===== config.mk =====
export PLATFORM = sky130hd
export DESIGN_NAME = sprite_draw_ctrl_flat
export DESIGN_NICKNAME = d
export VERILOG_FILES = /design/src/rtl/sprite_draw_if.sv /design/src/rtl/sprite_draw_ctrl.sv /design/src/flat_wrapper.sv
export SDC_FILE = /design/constraint.sdc
export NUM_CORES = 1
export LEC_CHECK = 0
export ABC_AREA = 1
export BUFFER_PORTS_ARGS = -buffer_cell sky130_fd_sc_hd__buf_2
export CORE_MARGIN = 10
export CORE_UTILIZATION = 58
export CTS_CLUSTER_DIAMETER = 30
export CTS_CLUSTER_SIZE = 30
export DETAILED_ROUTE_END_ITERATION = 8
export GPL_TIMING_DRIVEN = 0
export HOLD_SLACK_MARGIN = 0.06
export PLACE_DENSITY = 0.91
export REMOVE_ABC_BUFFERS = 1
export SYNTH_ARGS = -nofsm -noshare
export SYNTH_HDL_FRONTEND = slang
export SYNTH_SLANG_ARGS = --single-unit

===== constraint.sdc =====
create_clock -name clock -period 4.55 [get_ports clock]
set_clock_uncertainty 0.05 [all_clocks]
set_input_delay 0.91 -clock clock [delete_from_list [all_inputs] [get_ports clock]]
set_output_delay 0.91 -clock clock [all_outputs]
set_load 0.03 [all_outputs]

===== src/rtl/sprite_draw_if.sv =====
// -----------------------------------------------------------------------------
// sprite_draw_if
//   Bundles the requester handshake and the datapath drive of the sprite
//   drawing controller.
//
//   Requester side (driven by master):
//     req        [1:0]   per-requester move request, level, held until ack
//     req_x      [15:0]  new x origin; [7:0] requester 0, [15:8] requester 1
//     req_y      [13:0]  new y origin; [6:0] requester 0, [13:7] requester 1
//     req_color  [5:0]   sprite colour; [2:0] requester 0, [5:3] requester 1
//   Controller side (driven by slave):
//     ack        [1:0]   one-cycle pulse per requester when its move is done
//     busy               high whenever the controller is not idle
//     x0, y0             datapath sprite origin
//     off_x, off_y       pixel offset into the sprite
//     undraw             datapath outputs background instead of colour
//     color              sprite colour to the datapath
//     plot               VGA write enable for this cycle's pixel
// -----------------------------------------------------------------------------
interface sprite_draw_if #(
    parameter int SIZE_LOG2 = 4
);
    logic [1:0]           req;
    logic [15:0]          req_x;
    logic [13:0]          req_y;
    logic [5:0]           req_color;

    logic [1:0]           ack;
    logic                 busy;
    logic [7:0]           x0;
    logic [6:0]           y0;
    logic [SIZE_LOG2-1:0] off_x;
    logic [SIZE_LOG2-1:0] off_y;
    logic                 undraw;
    logic [2:0]           color;
    logic                 plot;

    modport master (
        output req, req_x, req_y, req_color,
        input  ack, busy, x0, y0, off_x, off_y, undraw, color, plot
    );

    modport slave (
        input  req, req_x, req_y, req_color,
        output ack, busy, x0, y0, off_x, off_y, undraw, color, plot
    );
endinterface


===== src/rtl/sprite_draw_ctrl.sv =====
// -----------------------------------------------------------------------------
// sprite_draw_ctrl
//   Sequencer and round-robin arbiter for the shared sprite datapath in front
//   of the VGA adapter. Two requesters ask to move a square sprite; the
//   granted one is first erased at its last drawn position (if it has ever
//   been drawn), then drawn at the new position, then acknowledged.
//
//   Ports:
//     clock   system clock, rising edge
//     reset   synchronous, active-high; aborts any operation without ack
//     bus     sprite_draw_if.slave (request handshake + datapath drive)
//
//   state  | meaning
//   -------+-----------------------------------------------------------
//   IDLE   | waiting for a request; arbitrates and latches the move
//   ERASE  | walks the sprite at the old origin with undraw set
//   DRAW   | walks the sprite at the new origin with the latched colour
//   DONE   | one-cycle ack; records new origin as the drawn position
// -----------------------------------------------------------------------------
module sprite_draw_ctrl #(
    parameter int SIZE_LOG2 = 4
) (
    input  logic          clock,
    input  logic          reset,
    sprite_draw_if.slave  bus
);

    localparam logic [1:0] S_IDLE  = 2'd0;
    localparam logic [1:0] S_ERASE = 2'd1;
    localparam logic [1:0] S_DRAW  = 2'd2;
    localparam logic [1:0] S_DONE  = 2'd3;

    localparam logic [SIZE_LOG2-1:0] OFF_LAST = '1;

    logic [1:0]           state;
    logic                 grant;
    logic                 last_grant;
    logic [1:0]           drawn_valid;
    logic [7:0]           old_x [2];
    logic [6:0]           old_y [2];
    logic [7:0]           new_x;
    logic [6:0]           new_y;
    logic [2:0]           new_color;
    logic [SIZE_LOG2-1:0] off_x_q;
    logic [SIZE_LOG2-1:0] off_y_q;

    logic                 next_grant;
    logic [7:0]           sel_x;
    logic [6:0]           sel_y;
    logic [2:0]           sel_color;
    logic                 last_pixel;

    // Round-robin: a lone request wins outright, a tie goes to whoever was
    // not served last. last_grant resets to 1 so requester 0 wins the first tie.
    always_comb begin
        next_grant = 1'b0;
        case (bus.req)
            2'b01:   next_grant = 1'b0;
            2'b10:   next_grant = 1'b1;
            2'b11:   next_grant = ~last_grant;
            default: next_grant = 1'b0;
        endcase
    end

    assign sel_x      = next_grant ? bus.req_x[15:8]    : bus.req_x[7:0];
    assign sel_y      = next_grant ? bus.req_y[13:7]    : bus.req_y[6:0];
    assign sel_color  = next_grant ? bus.req_color[5:3] : bus.req_color[2:0];

    assign last_pixel = (off_x_q == OFF_LAST) && (off_y_q == OFF_LAST);

    always_ff @(posedge clock) begin
        if (reset) begin
            state       <= S_IDLE;
            grant       <= 1'b0;
            last_grant  <= 1'b1;
            drawn_valid <= 2'b00;
            old_x[0]    <= '0;
            old_x[1]    <= '0;
            old_y[0]    <= '0;
            old_y[1]    <= '0;
            new_x       <= '0;
            new_y       <= '0;
            new_color   <= '0;
            off_x_q     <= '0;
            off_y_q     <= '0;
        end else begin
            case (state)
                S_IDLE: begin
                    if (|bus.req) begin
                        grant      <= next_grant;
                        last_grant <= next_grant;
                        new_x      <= sel_x;
                        new_y      <= sel_y;
                        new_color  <= sel_color;
                        state      <= drawn_valid[next_grant] ? S_ERASE : S_DRAW;
                    end
                end

                // Raster walk shared by both passes. Offsets wrap back to zero
                // on their own after the last pixel, ready for the next pass.
                S_ERASE, S_DRAW: begin
                    off_x_q <= off_x_q + 1'b1;
                    if (off_x_q == OFF_LAST) begin
                        off_y_q <= off_y_q + 1'b1;
                    end
                    if (last_pixel) begin
                        state <= (state == S_ERASE) ? S_DRAW : S_DONE;
                    end
                end

                S_DONE: begin
                    old_x[grant]       <= new_x;
                    old_y[grant]       <= new_y;
                    drawn_valid[grant] <= 1'b1;
                    state              <= S_IDLE;
                end

                default: state <= S_IDLE;
            endcase
        end
    end

    // Datapath drive is purely a function of state so every output is zero
    // in IDLE and DONE, and plot/ack can never overlap.
    assign bus.busy   = (state != S_IDLE);
    assign bus.plot   = (state == S_ERASE) || (state == S_DRAW);
    assign bus.undraw = (state == S_ERASE);
    assign bus.off_x  = off_x_q;
    assign bus.off_y  = off_y_q;
    assign bus.color  = (state == S_DRAW) ? new_color : 3'b000;

    always_comb begin
        bus.x0 = 8'd0;
        bus.y0 = 7'd0;
        case (state)
            S_ERASE: begin
                bus.x0 = old_x[grant];
                bus.y0 = old_y[grant];
            end
            S_DRAW: begin
                bus.x0 = new_x;
                bus.y0 = new_y;
            end
            default: begin
                bus.x0 = 8'd0;
                bus.y0 = 7'd0;
            end
        endcase
    end

    always_comb begin
        bus.ack = 2'b00;
        if (state == S_DONE) begin
            bus.ack = grant ? 2'b10 : 2'b01;
        end
    end

endmodule

===== src/flat_wrapper.sv =====
// flat-port wrapper written by rule: the top's interface ports become plain ports
module sprite_draw_ctrl_flat 
#(
    parameter int SIZE_LOG2 = 4
)
  (clock, reset, bus_req, bus_req_x, bus_req_y, bus_req_color, bus_ack, bus_busy, bus_x0, bus_y0, bus_off_x, bus_off_y, bus_undraw, bus_color, bus_plot);
  sprite_draw_if #(.SIZE_LOG2(SIZE_LOG2)) bus_i ();
  input  logic clock;
  input  logic reset;
  input wire logic [$bits(bus_i.req)-1:0] bus_req;
  input wire logic [$bits(bus_i.req_x)-1:0] bus_req_x;
  input wire logic [$bits(bus_i.req_y)-1:0] bus_req_y;
  input wire logic [$bits(bus_i.req_color)-1:0] bus_req_color;
  output wire logic [$bits(bus_i.ack)-1:0] bus_ack;
  output wire logic [$bits(bus_i.busy)-1:0] bus_busy;
  output wire logic [$bits(bus_i.x0)-1:0] bus_x0;
  output wire logic [$bits(bus_i.y0)-1:0] bus_y0;
  output wire logic [$bits(bus_i.off_x)-1:0] bus_off_x;
  output wire logic [$bits(bus_i.off_y)-1:0] bus_off_y;
  output wire logic [$bits(bus_i.undraw)-1:0] bus_undraw;
  output wire logic [$bits(bus_i.color)-1:0] bus_color;
  output wire logic [$bits(bus_i.plot)-1:0] bus_plot;
  assign bus_i.req = bus_req;
  assign bus_i.req_x = bus_req_x;
  assign bus_i.req_y = bus_req_y;
  assign bus_i.req_color = bus_req_color;
  assign bus_ack = bus_i.ack;
  assign bus_busy = bus_i.busy;
  assign bus_x0 = bus_i.x0;
  assign bus_y0 = bus_i.y0;
  assign bus_off_x = bus_i.off_x;
  assign bus_off_y = bus_i.off_y;
  assign bus_undraw = bus_i.undraw;
  assign bus_color = bus_i.color;
  assign bus_plot = bus_i.plot;
  sprite_draw_ctrl #(.SIZE_LOG2(SIZE_LOG2)) u_core (.clock(clock), .reset(reset), .bus(bus_i));
endmodule

Word-level counts from Yosys, hierarchy flattened:

Memories as Yosys holds them, arrays and structs flattened. A register that Yosys moved wholly into a read port is not among the register bits.
Index checks and enable logic that the tools add are counted.

* bits in registers: 32
* bits in latches: 0
* RAM bits: 30
* ROM bits: 0
* input port bits: 40
* logic and storage cells: 72
* memories: 2

Memories
* u_core.old_x: words 2, bits a word 8, read ports 1, clocked after memory_dff 1, wr ports 2, RTL line sprite_draw_ctrl.sv:39 `logic [7:0] old_x [2];`
* u_core.old_y: words 2, bits a word 7, read ports 1, clocked after memory_dff 1, wr ports 2, RTL line sprite_draw_ctrl.sv:40 `logic [6:0] old_y [2];`

* add/subtract/negate cells: 2
* multipliers: 0
* divide/modulo/power cells: 0
* order comparisons: 3
* equality and inequality tests: 9
* shift operators: 0
* multiplexer cells: 33
* bitwise logic cells: 2
* reductions and logical operators: 12

Operator list (count)
* $mux W1: 17
* $mux W8: 2
* $pmux W8 S2: 1
* $mux W7: 2
* $pmux W7 S2: 1
* $mux W2: 5
* $add A4 B1 Y4 const B: 2
* $eq A2 B2 Y1 const B: 4
* $eq A4 B4 Y1 const B: 2
* $reduce_or A8 Y1: 1
* $reduce_or A7 Y1: 1
* $mux W3: 2
* $pmux W2 S3: 1
* $reduce_and A2 Y1: 3
* $lt A1 B2 Y1 const B: 2
* $ne A2 B1 Y1 const B: 2
* $reduce_or A2 Y1: 2
* $eq A2 B1 Y1 const B: 1
* $logic_and A1 B1 Y1: 2
* $logic_not A2 Y1: 1
* $or A2 B2 Y2: 1
* $pmux W1 S2: 1
* $reduce_bool A2 Y1: 1
* $demux W1 S1: 1
* other kinds (3): 3

Longest topological paths before layout:

* depth after elaboration: 7
* depth in mapped cells: 9

Least setup slack after synthesis:

Ideal clock, no wire load.

* path kind: register to output
* start point: reg u_core.state[1]
* end point: out bus_x0[4]
* arrival: 1.883 ns
* data required time: 3.590 ns
* setup slack: 1.707 ns
* cell stages (with the launch flop): 6
* cell sequence: dfxtp_1 -> inv_1 -> ha_1 -> inv_1 -> clkbuf_1 -> a21oi_1

* word-level cells in the longest chain between the ends: 2

RTL lines
* from (decl): RTL line sprite_draw_ctrl.sv:35 `logic [1:0] state;`
* from (signal assigned): RTL line sprite_draw_ctrl.sv:95 `state <= drawn_valid[next_grant] ? S_ERASE : S_DRAW;`
* from (signal assigned): RTL line sprite_draw_ctrl.sv:107 `state <= (state == S_ERASE) ? S_DRAW : S_DONE;`
* $eq A2 B2 Y1 / $eq A2 B1 Y1 (equally long branches): RTL line sprite_draw_ctrl.sv:135 `case (state)`
* $pmux W8 S2 (*): RTL line sprite_draw_ctrl.sv:135
* to (decl): RTL line flat_wrapper.sv:16 `output wire logic [$bits(bus_i.x0)-1:0] bus_x0;`

Mark *: on every way between the ends. The rest lies on a longest branch, timed or not.

Final worst setup path:

* start point: reg u_core.state[0]
* end point: out bus_y0[4]

* word-level cells in the longest chain between the ends: 2

RTL lines
* $eq A2 B2 Y1 / $eq A2 B1 Y1 (equally long branches): RTL line sprite_draw_ctrl.sv:135
* $pmux W7 S2 (*): RTL line sprite_draw_ctrl.sv:135
* to (decl): RTL line flat_wrapper.sv:17 `output wire logic [$bits(bus_i.y0)-1:0] bus_y0;`

Marked as above.

==> results.md <==
- First-pass GRT wire length: around 13000 um
- Hold Path Class: reg -> reg
- FMAX: 0.323 GHz
- DIE AREA: between 8000 and 9000 um^2
- Crit path required time: between 3 and 4 ns
- Ys async rst share: 0%
- Pwr dens: between 500 and 600 nW/um^2
- Post-synth EDFFs: 30
- Compound-Gate Fraction of Synth Area: 17.1%
- Leakage: 1.60 nW
- Pwr Total: 1.95 mW
- Tcrit/Tclk final: a little under 70%
- Area Overhead vs Synth: 16.1%
- Total routed wirelength: slightly below 8000 um
- Share of layout cells above drive strength 1: 18.8%
- Minimum clock period: roughly 3.1 ns
- Simple-Gate Fraction of Synth Area: 20.1%
- Final TNS setup: 0 ns
- Synth top area share: 29.5%
- Diodes inserted: 0
- Seq cells post-synth: 63
- Logic gate share of total power: around two fifths
- Slowest stage delay, CP: just over 0.7 ns
- WL/cell: between 15 and 20 um
- Sw Pwr: roughly 0.83 mW
- Gr ovfl total: 0
- Netlist cell types: 23
- Syn avg cell area: roughly 8.0 um^2
- Root Driver: clkbuf_8
- Slew of the pin with the lowest slew margin: between 0.9 and 1 ns
- Setup CP Type: reg -> out
- Filler Cell Count: between 400 and 500
- Maximum VDD drop: 471 uV
- Gpl congestion: between 0.7 and 0.8
- Slew HR: around two fifths
- Maximum clock path buffer count: 2
- CP Cell Sequence: inv_1 -> ha_1 -> nand2_1 -> a21oi_1 -> buf_2
- Dominant synthesized flop cell: dfxtp_1
- Post-route DRC: 0
- Synth Area in XOR/XNOR: less than 1%
- Fin area: 3540 um^2
- Post-route ant nets: 0
- CTS tree: yes
- Sw Ratio: about 42%
- All-Layer GR Usage: approximately a fifth
- Vias: 2740
- Post-Synth Adder-Cell Area: between 3 and 4%
- CTS H-tree depth: 3
- Power share of the clock group: between 20% and 30%
- Number of synthesis warnings: 0
- Mux contribution to synthesized area: 0%
- TritonCTS Buffers: 9
- Clock sink count: 63
- CP Launch Type: flop
- Die width: 92.6 um
- Footprint of the multi-input gates: roughly 1200 um^2
- Core Area: 5110 um^2
- Vias in the first global route: between 3000 and 4000
- Mapped Cells: 380
- Number of port buffers: 70
- Cell taking the most area after synthesis: edfxtp_1
- Area contributors post-synth: edfxtp_1, dfxtp_1, nand2_1
- Placed instance area: about 3400 um^2
- Avg Vias per Cell: 5.29
- CTS clock-pin slew for the worst setup and hold paths: ~0.06 ns
- Status: completed
- Initial antenna violation count: 0
- Most common library cells after synthesis: nand2_1, nor2_1, a21oi_1, inv_1, dfxtp_1
- Pre-Repair DR Iteration Count: 6
- Clock latency on the worst-skew pair: 0.33 ns
- Combinational family with the most area after synthesis: simple AND/OR/NAND/NOR gates
- Largest net degree at the start of global routing: 38
- Post-CTS setup buffers: 0
- Cts hold-fix bufs: 0
- Critical path fanouts, max: 18
- Internal power: approximately 1.1 mW
- Hold_ws: about 0.43 ns
- Initial Utilization: about 60%
- Most frequent cell after synthesis: nand2_1
- Final Hold Vio Count: 0
- RSZ-0062 raised after global routing: false
- Max-Cap Viols: 0
- Register area share after synthesis: 51.1%
- Data arrival, critical path: 2.14 ns
- Post-Syn Area: ~3100 um^2
- Ports: 71
- Site row count: 26
- Sequential Power Share: 39.3%
- Reg area: 1560 um^2
- Worst setup EP type: primary output
- Critical-path top delay cell: ha_1
- Drt initial violations: roughly 210
- DP Wirelength: 5330 um
- Die H: 92.6 um
- Cts repair resizes: 0
- Final setup viols: 0
- Nets: a little under 500
- Max-slew violation count: 0
==> critical path: cells and delay by family, from the launching register on <==
family	cells	cell delay [ns]
fa+ha+maj	1	0.72
buf+inv	2	0.38
flops	1	0.33
compound gates	1	0.21
simple gates	1	0.15
==> kinds of logic after synthesis <==
group	Yosys count
buf+inv	55
flops	63
fa+ha+maj	8
xor+xnor	1
compound gates	94
simple gates	159
==> flip-flops by register name (all words and copies together) (netlist names), 2 cells and up, named ones only <==
name,flops
u_core.old_x,16
u_core.bus.off_x,4
u_core.new_x,8
u_core.drawn_valid,2
u_core.new_color,3
u_core.old_y,14
u_core.state,2
u_core.new_y,7
u_core.bus.off_y,4
==> final timing paths <==
kind         slack, ns           endpoint              start  cells after the start
max               1.45          bus_y0[4]    u_core.state[0]                      5
min               0.43  u_core.last_grant  u_core.last_grant                      2
max reg2reg       2.44    u_core.new_y[0]    u_core.state[0]                      7
min reg2reg       0.43  u_core.last_grant  u_core.last_grant                      2
==> power groups by stage <==
stage	registers, mW	clock network, mW	logic [mW]
2_1_floorplan	0.773	0	0.537
3_3_place_gp	0.771	0	0.745
3_5_place_dp	0.776	0	0.772
4_1_cts	0.765	0.410	0.780
5_1_grt	0.777	0.438	0.878
6_report	0.767	0.410	0.775
==> metal layers <==
layer	part of all wire, %	GRT usage (%)	vias to the layer above
met5	0	0	-
met4	2.5	10.5	0
met3	8.0	5.73	18
met2	50	33.6	106
met1	39	20.9	1250
li1	-	-	1366
==> stage by stage <==
stage / cells / utilization (%) / worst slack, ns
2_1_floorplan: 362 / - / 1.79
4_1_cts: 518 / 69.4 / 1.46
6_report: 518 / 69.4 / 1.45
5_1_grt: 518 / 69.4 / 1.32
3_5_place_dp: 502 / 66.2 / 1.32
3_3_place_gp: 502 / 66.2 / 1.38
==> placed cells by master (no fill, tap or decap), drive strengths merged <==
master and count:
o21a 16, a31oi 1, a21oi 40, buf 70, clkinv 1, edfxtp 30
dfxtp 33, nor3 2, o21ai 37, ha 8, inv 37, nor2 63
nand2 85, clkbuf 15, xor2 1, nand3 9
==> cell type report <==
type,instances,area share [%]
well taps,70,2.47
clock buffers,15,4.41
repair buffers,70,9.89
inverters,37,3.92
clock inverters,1,0.106
flip-flops and latches,63,44.1
multi-input cells,262,35.1
No activity file was read; power rests on OpenSTA's default activity.
